### src/rtl/sgb_pkg.sv
// Shared definitions for the Super Game Boy packet link: FSM states, P14/P15 line codes
// and buffer geometry.
package sgb_pkg;

  typedef enum logic [2:0] {
    StIdle,
    StRstLo,
    StRstHi,
    StBitLo,
    StBitHi,
    StStopLo,
    StStopHi
  } sgb_state_e;

  // {P15,P14} drive values, active low
  localparam logic [1:0] P54_IDLE = 2'b11;
  localparam logic [1:0] P54_RST  = 2'b00;
  localparam logic [1:0] P54_B0   = 2'b10;
  localparam logic [1:0] P54_B1   = 2'b01;

  localparam int unsigned SGB_PKT_BYTES = 16;
  localparam int unsigned SGB_PKT_MAX   = 8;

  // Line code for one data bit: '0' pulls P14 low, '1' pulls P15 low
  function automatic logic [1:0] sgb_bit_code(input logic b);
    return b ? P54_B1 : P54_B0;
  endfunction

endpackage

### src/rtl/sgb_pkt_tick_timer.sv
// Loadable down-counter paced by a tick strobe. A load always wins; otherwise the count
// decrements on each tick until it reaches zero and then holds.
module sgb_pkt_tick_timer #(
  parameter int unsigned CntW = 4
) (
  input  logic            clk,
  input  logic            rst_n,
  input  logic            tick_ce_i,
  input  logic            load_i,
  input  logic [CntW-1:0] load_val_i,
  output logic            zero_o
);

  logic [CntW-1:0] cnt_q, cnt_d;

  // Next count: load has priority, then tick-paced decrement saturating at zero
  always_comb begin
    cnt_d = cnt_q;
    if (load_i) begin
      cnt_d = load_val_i;
    end else if (tick_ce_i && (cnt_q != '0)) begin
      cnt_d = cnt_q - CntW'(1);
    end
  end

  // Count register
  always_ff @(posedge clk or negedge rst_n) begin
    if (!rst_n) begin
      cnt_q <= '0;
    end else begin
      cnt_q <= cnt_d;
    end
  end

  assign zero_o = (cnt_q == '0);

endmodule

### src/rtl/sgb_pkt_tx.sv
// GB-side Super Game Boy command packet transmitter. Sends reset pulse, 128 data bits
// (byte 0 first, LSB first) and a '0' stop bit over P14/P15, each pulse followed by a gap.
// Optional feature macro SGB_PKT_MULTI_EN: 8x16-byte buffer and multi-packet sends, the
// packet count taken from byte 0 of packet 0 (bits [2:0], 0 treated as 1).
module sgb_pkt_tx
  import sgb_pkg::*;
#(
  parameter int unsigned RESET_TICKS = 5,
  parameter int unsigned PULSE_TICKS = 5,
  parameter int unsigned GAP_TICKS   = 15
) (
  input  logic       clk,
  input  logic       rst_n,
  input  logic       tick_ce_i,
  input  logic       buf_wr_i,
  input  logic [6:0] buf_addr_i,
  input  logic [7:0] buf_data_i,
  input  logic       start_i,
  input  logic       abort_i,
  output logic       busy_o,
  output logic       done_o,
  output logic [2:0] pkt_idx_o,
  output logic [1:0] p54_out_o,
  output logic       p54_oe_o
);

  localparam int unsigned TickMax =
      (RESET_TICKS > PULSE_TICKS) ?
      ((RESET_TICKS > GAP_TICKS) ? RESET_TICKS : GAP_TICKS) :
      ((PULSE_TICKS > GAP_TICKS) ? PULSE_TICKS : GAP_TICKS);
  // Counter only ever holds TICKS-1
  localparam int unsigned CntW = (TickMax > 2) ? $clog2(TickMax) : 1;

  localparam logic [CntW-1:0] RstLoad   = CntW'(RESET_TICKS - 1);
  localparam logic [CntW-1:0] PulseLoad = CntW'(PULSE_TICKS - 1);
  localparam logic [CntW-1:0] GapLoad   = CntW'(GAP_TICKS - 1);

`ifdef SGB_PKT_MULTI_EN
  localparam int unsigned BufAddrW = 7;
`else
  localparam int unsigned BufAddrW = 4;
`endif
  localparam int unsigned BufDepth = 1 << BufAddrW;

  sgb_state_e state_q, state_d;
  logic [6:0] ptr_q, ptr_d;
  logic [2:0] pkt_idx_q, pkt_idx_d;
  logic       done_q, done_d;

  logic            tmr_load;
  logic [CntW-1:0] tmr_val;
  logic            tmr_zero;
  logic            tick_done;

  logic [7:0]          buf_q [BufDepth];
  logic [BufAddrW-1:0] wr_addr;
  logic [BufAddrW-1:0] rd_addr;
  logic [7:0]          rd_byte;
  logic                cur_bit;
  logic                last_pkt;

`ifdef SGB_PKT_MULTI_EN
  logic [2:0] pkt_cnt;

  assign wr_addr  = buf_addr_i;
  assign rd_addr  = {pkt_idx_q, ptr_q[6:3]};
  assign pkt_cnt  = (buf_q[0][2:0] == 3'd0) ? 3'd1 : buf_q[0][2:0];
  assign last_pkt = (({1'b0, pkt_idx_q} + 4'd1) >= {1'b0, pkt_cnt});
`else
  logic unused_addr_hi;

  assign unused_addr_hi = ^buf_addr_i[6:4];
  assign wr_addr        = buf_addr_i[3:0];
  assign rd_addr        = ptr_q[6:3];
  assign last_pkt       = 1'b1;
`endif

  assign rd_byte = buf_q[rd_addr];
  assign cur_bit = rd_byte[ptr_q[2:0]];

  // Packet buffer: writes only land while idle so an in-flight packet cannot change
  always_ff @(posedge clk) begin
    if (buf_wr_i && (state_q == StIdle)) begin
      buf_q[wr_addr] <= buf_data_i;
    end
  end

  sgb_pkt_tick_timer #(
    .CntW (CntW)
  ) u_timer (
    .clk        (clk),
    .rst_n      (rst_n),
    .tick_ce_i  (tick_ce_i),
    .load_i     (tmr_load),
    .load_val_i (tmr_val),
    .zero_o     (tmr_zero)
  );

  assign tick_done = tick_ce_i & tmr_zero;

  // Next-state logic: abort beats everything, each phase ends on a tick with the count at zero
  always_comb begin
    state_d   = state_q;
    ptr_d     = ptr_q;
    pkt_idx_d = pkt_idx_q;
    done_d    = 1'b0;
    tmr_load  = 1'b0;
    tmr_val   = '0;

    if (abort_i) begin
      state_d   = StIdle;
      pkt_idx_d = 3'd0;
    end else begin
      unique case (state_q)
        StIdle: begin
          if (start_i) begin
            state_d   = StRstLo;
            ptr_d     = 7'd0;
            pkt_idx_d = 3'd0;
            tmr_load  = 1'b1;
            tmr_val   = RstLoad;
          end
        end
        StRstLo: begin
          if (tick_done) begin
            state_d  = StRstHi;
            tmr_load = 1'b1;
            tmr_val  = GapLoad;
          end
        end
        StRstHi: begin
          if (tick_done) begin
            state_d  = StBitLo;
            tmr_load = 1'b1;
            tmr_val  = PulseLoad;
          end
        end
        StBitLo: begin
          if (tick_done) begin
            state_d  = StBitHi;
            tmr_load = 1'b1;
            tmr_val  = GapLoad;
          end
        end
        StBitHi: begin
          if (tick_done) begin
            // Pointer wraps 127 -> 0 on the last bit, ready for the next packet
            ptr_d    = ptr_q + 7'd1;
            state_d  = (ptr_q == 7'd127) ? StStopLo : StBitLo;
            tmr_load = 1'b1;
            tmr_val  = PulseLoad;
          end
        end
        StStopLo: begin
          if (tick_done) begin
            state_d  = StStopHi;
            tmr_load = 1'b1;
            tmr_val  = GapLoad;
          end
        end
        StStopHi: begin
          if (tick_done) begin
            if (last_pkt) begin
              state_d   = StIdle;
              pkt_idx_d = 3'd0;
              done_d    = 1'b1;
            end else begin
              state_d   = StRstLo;
              pkt_idx_d = pkt_idx_q + 3'd1;
              ptr_d     = 7'd0;
              tmr_load  = 1'b1;
              tmr_val   = RstLoad;
            end
          end
        end
        default: begin
          state_d = StIdle;
        end
      endcase
    end
  end

  // FSM, bit pointer, packet index and done pulse registers
  always_ff @(posedge clk or negedge rst_n) begin
    if (!rst_n) begin
      state_q   <= StIdle;
      ptr_q     <= 7'd0;
      pkt_idx_q <= 3'd0;
      done_q    <= 1'b0;
    end else begin
      state_q   <= state_d;
      ptr_q     <= ptr_d;
      pkt_idx_q <= pkt_idx_d;
      done_q    <= done_d;
    end
  end

  // Line drive decoded from state so an async reset idles the link without a clock edge
  always_comb begin
    p54_out_o = P54_IDLE;
    unique case (state_q)
      StRstLo:  p54_out_o = P54_RST;
      StBitLo:  p54_out_o = sgb_bit_code(cur_bit);
      StStopLo: p54_out_o = P54_B0;
      default:  p54_out_o = P54_IDLE;
    endcase
  end

  assign busy_o    = (state_q != StIdle);
  assign p54_oe_o  = busy_o;
  assign done_o    = done_q;
  assign pkt_idx_o = pkt_idx_q;

endmodule

### config.mk
export PLATFORM = sky130hd
export DESIGN_NAME = sgb_pkt_tx
export DESIGN_NICKNAME = d
export VERILOG_FILES = /design/src/rtl/sgb_pkg.sv /design/src/rtl/sgb_pkt_tick_timer.sv /design/src/rtl/sgb_pkt_tx.sv
export SDC_FILE = /design/constraint.sdc
export NUM_CORES = 1
export LEC_CHECK = 0
export BUFFER_PORTS_ARGS = -buffer_cell sky130_fd_sc_hd__buf_2
export CAP_MARGIN = 25
export CORE_MARGIN = 1.5
export CORE_UTILIZATION = 49
export DETAILED_ROUTE_END_ITERATION = 7
export HOLD_SLACK_MARGIN = 0.06
export PLACE_DENSITY = 0.74
export RECOVER_POWER = 100
export SLEW_MARGIN = 20
export SYNTH_ARGS = -nofsm -noshare
export SYNTH_HDL_FRONTEND = slang
export SYNTH_SLANG_ARGS = --single-unit
### constraint.sdc
create_clock -name clk -period 6.95 [get_ports clk]
set_input_delay 1.0425 -clock clk [delete_from_list [all_inputs] [get_ports clk]]
set_output_delay 1.0425 -clock clk [all_outputs]
set_load 0.1 [all_outputs]
==> results.txt <==
The flow ran to the end, and the final reports show no timing, DRC or antenna violations. The share of post-route cells with drive strength above 1 works out to 15.8%. The finished cells cover 6920 um^2. The cell with the most instances after synthesis was edfxtp_1. The multi-input logic area is 1730 um^2. The fraction of synthesized cell area taken by the top area cell type was 62.6%. The worst hold path begins at u_timer.cnt_q[3]$_DFFE_PN0P_.

The final routed wire length divided by cell count works out to 20.0 um. After synthesis the netlist holds a flip-flop and latch count of 143. The maximum clock insertion buffer count was 2; the sink count of the clock tree was 143.

The via count of the first global-routing pass came out at 3,429. The count of buffers added on input and output ports is 22. edfxtp_1 takes more of the synthesized area than any other cell. Summed over all nets, the half-perimeter wirelength after detailed placement is 7340 um.

The Yosys step of the flow raised 0 warnings. The logs give 19.9% for the overall routing resource usage and 17 for the number of CTS-inserted buffers. The run gives 18,600 um as the first-pass GRT wire length.

Largest delay contributor family on the critical path: buffers and inverters. The cell depth of the worst min-delay path was 1. The net count of the finished layout is 435. The run gives 55 as the number of unique standard cell types used by synthesis. The logs give 0 for the number of max-slew violations in the final report and 12,100 um^2 for the area of the placeable core. TritonCTS built the clock tree.

After clock tree synthesis, the setup repair step added 0 buffers. For the initial antenna violation count, the log shows 0. The via density per instance came out at 5.74. The fill cell total of the finished layout was 943. The number of hold buffers added after CTS is 0, and the cell area after technology mapping is 6140 um^2. The logs give 0.0213 ns for the worst-case clock skew and 13,200 um^2 for the area of the die. Setup repair after global routing left no endpoint under its margin. Summing all flip-flop and latch instances after layout gives 4220 um^2. Setup violations remaining at the end of the flow were counted as 0. The logs give 11,800 um for the total length of routed wires and 34 for the largest net degree at the start of global routing. The number of antenna diodes is 0, and the async set-or-reset flop fraction in the synthesized netlist is 10.5%. For the initial standard-cell utilization of the core, the log shows 50.7%.

STA classifies the critical path startpoint as a register. The fmax was 201 MHz. Measured along the y axis, the die boundary spans 115 um.

The max-cap check violation count is 0, and the horizontal die dimension is 115 um. The number of ports placed on the die boundary was 29. The launch point of the worst reg-to-reg path was state_q[0]$_DFFE_PN0P_. In the final timing run, aggregate negative setup slack is 0 ns. The worst path buffer plus inverter count was 2; the number of cell rows was 40. For the worst setup path, the data required time is 5.91 ns. The routed via count was 3,390. In this run the remaining antenna-violating nets after routing total 0. After synthesis, the most frequently instantiated cells are 128 x edfxtp_1, 27 x nor2_1, 25 x nand2_1. After detailed routing, the number of remaining DRC violations is 0. For this run, the leading register cell type out of synthesis is edfxtp_1.

The signal on the critical path passes through buf_12 -> mux4_2 -> o22ai_1 -> a2111oi_1 -> a2111oi_2 -> nand4_1 -> o311ai_1 -> clkbuf_1. The cell count of the worst reg-to-reg path is 5. Of all nets on the critical path, the largest fanout is 25. The final critical path takes up 71.6% of the cycle. The post-synthesis instance total is 381, and the placement-stage cell area is 6360 um^2. Across all register-to-register paths, the minimum setup slack is 4.02 ns. The worst setup path is captured at an output port.

The number of synthesized flops with an enable pin works out to 128. For the pin with the worst max-slew slack, the measured transition is 1.16 ns. The critical path is of the reg -> out type.

For this design, the slowest cell found on the critical path is clkbuf_1. The layout overhead on the synthesized area is 12.7%, and the headroom to the max-slew limit is 22.7%. For this run the aggregate overflow at the end of global routing stands at 0. In this run the power density over the cells is 293 nW/um^2. Across the VDD grid, the largest voltage drop is 0.251 mV. The logs give 0 for the number of hold-slack violations in the final timing report and 4 for the level count of the clock H-tree. The tools report the cell chosen for the clock root as clkbuf_16. For the static power due to leakage, the log shows 2.27 nW.

At the end of routability-driven placement, the weighted congestion stood at 0.869. Averaged over all synthesized cells, the footprint is 16.1 um^2. The largest single stage delay on the critical path is 0.89 ns.

Clock-pin slew was measured on the worst setup and hold paths at 0.06 ns. The first-pass iteration count of the detailed router is 5, and the iteration-0 DRC count of the detailed router is 441. The later pin in the worst-skew pair is clocked with a latency of 0.43 ns. The post-cts gate resize count was 0. The design draws 2.03 mW. For hold timing, the worst endpoint is u_timer.cnt_q[3]$_DFFE_PN0P_. The classification of the worst-slack hold path was reg -> reg. The worst path in the final design needs a cycle of 4.98 ns, including I/O delays and setup. Data on the critical path arrives at its endpoint at 3.93 ns. Sequential elements use 68.7% of the synthesized area.

In this run the critical register-to-register path is captured at buf_q[12][7]$_DFFE_PP_. By area the synthesized netlist is led by edfxtp_1 63%, mux4_2 6.6%, dfrtp_1 6.1%.
-- power by group --
group / total, mW / internal, mW / switching (mW) / leakage (nW)
combinational: 0.175 / 0.0405 / 0.134 / 0.637
clock: 0.870 / 0.529 / 0.342 / 0.277
sequential: 0.980 / 0.964 / 0.0163 / 1.35
total: 2.03 / 1.53 / 0.492 / 2.27
-- layer usage --
metal / wire (um) / up-vias / share of wire, % / track usage (%)
met3: 582 / 10 / 4.9 / 5.85
met5: 0 / - / 0 / 0
met1: 5090 / 1717 / 43 / 25.4
met2: 6070 / 104 / 51 / 32.3
li1: - / 1559 / - / -
met4: 102 / 0 / 0.86 / 8.15
-- worst max path at each step --
stage	endpoint	start	slack, ns	depth (start not counted)
after detailed placement	p54_out_o[1]	ptr_q[3]$_DFFE_PN0P_	2.67	7
final	p54_out_o[1]	ptr_q[3]$_DFFE_PN0P_	1.97	8
after floorplan	p54_out_o[1]	ptr_q[3]$_DFFE_PN0P_	1.92	7
after CTS	p54_out_o[1]	ptr_q[3]$_DFFE_PN0P_	2.19	7
after global routing	p54_out_o[1]	ptr_q[3]$_DFFE_PN0P_	1.79	8
after global placement	p54_out_o[1]	ptr_q[3]$_DFFE_PN0P_	2.69	7
-- per-stage QoR --
stage               hold WS [ns]  instances  setup WS, ns  util [%]
floorplan                  0.513        383          1.92         -
detailed placement         0.543        558          2.67      52.5
global route               0.560        591          1.79      57.1
CTS                        0.522        589          2.19      57.2
global placement           0.530        558          2.69      52.5
finish                     0.530        591          1.97      57.1
-- sequential cells by signal, summed over array words and instances (netlist names) --
name,count
ptr_q,7
u_timer.cnt_q,4
state_q,3
done_o,1
buf_q,128
-- layout by cell type (no fill, tap or decap), types with 9 or more instances in the layout --
cell	instances
nor2_1	27
edfxtp_1	128
o21ai_0	13
mux2i_1	13
a21oi_1	10
inv_1	10
nand2_1	25
clkbuf_16	17
clkbuf_1	20
dfrtp_1	15
buf_2	9
nor3_1	9
mux4_2	18
-- logic make-up after synthesis --
| logic type | count (synthesis) | share of synthesized area (%) |
|---|---|---|
| muxes | 43 | 12.6 |
| DFF | 143 | 68.7 |
| AOI/OAI and AO/OA | 50 | 5.64 |
| buffers and inverters | 32 | 3.22 |
| other | 1 | 0.0611 |
| and+or+nand+nor | 103 | 8.29 |
| xor gates and xnor gates | 6 | 0.856 |
| adders and majority gates | 3 | 0.611 |
-- final cells by class --
class	instances	area share (%)
well taps	168	3.04
clock inverters	12	1.97
repair buffers	31	2.24
clock buffers	19	6.26
inverters	10	0.542
flip-flops and latches	143	61.0
multi-input cells	208	25.0
Note: power is estimated with default switching activity, not from simulation.
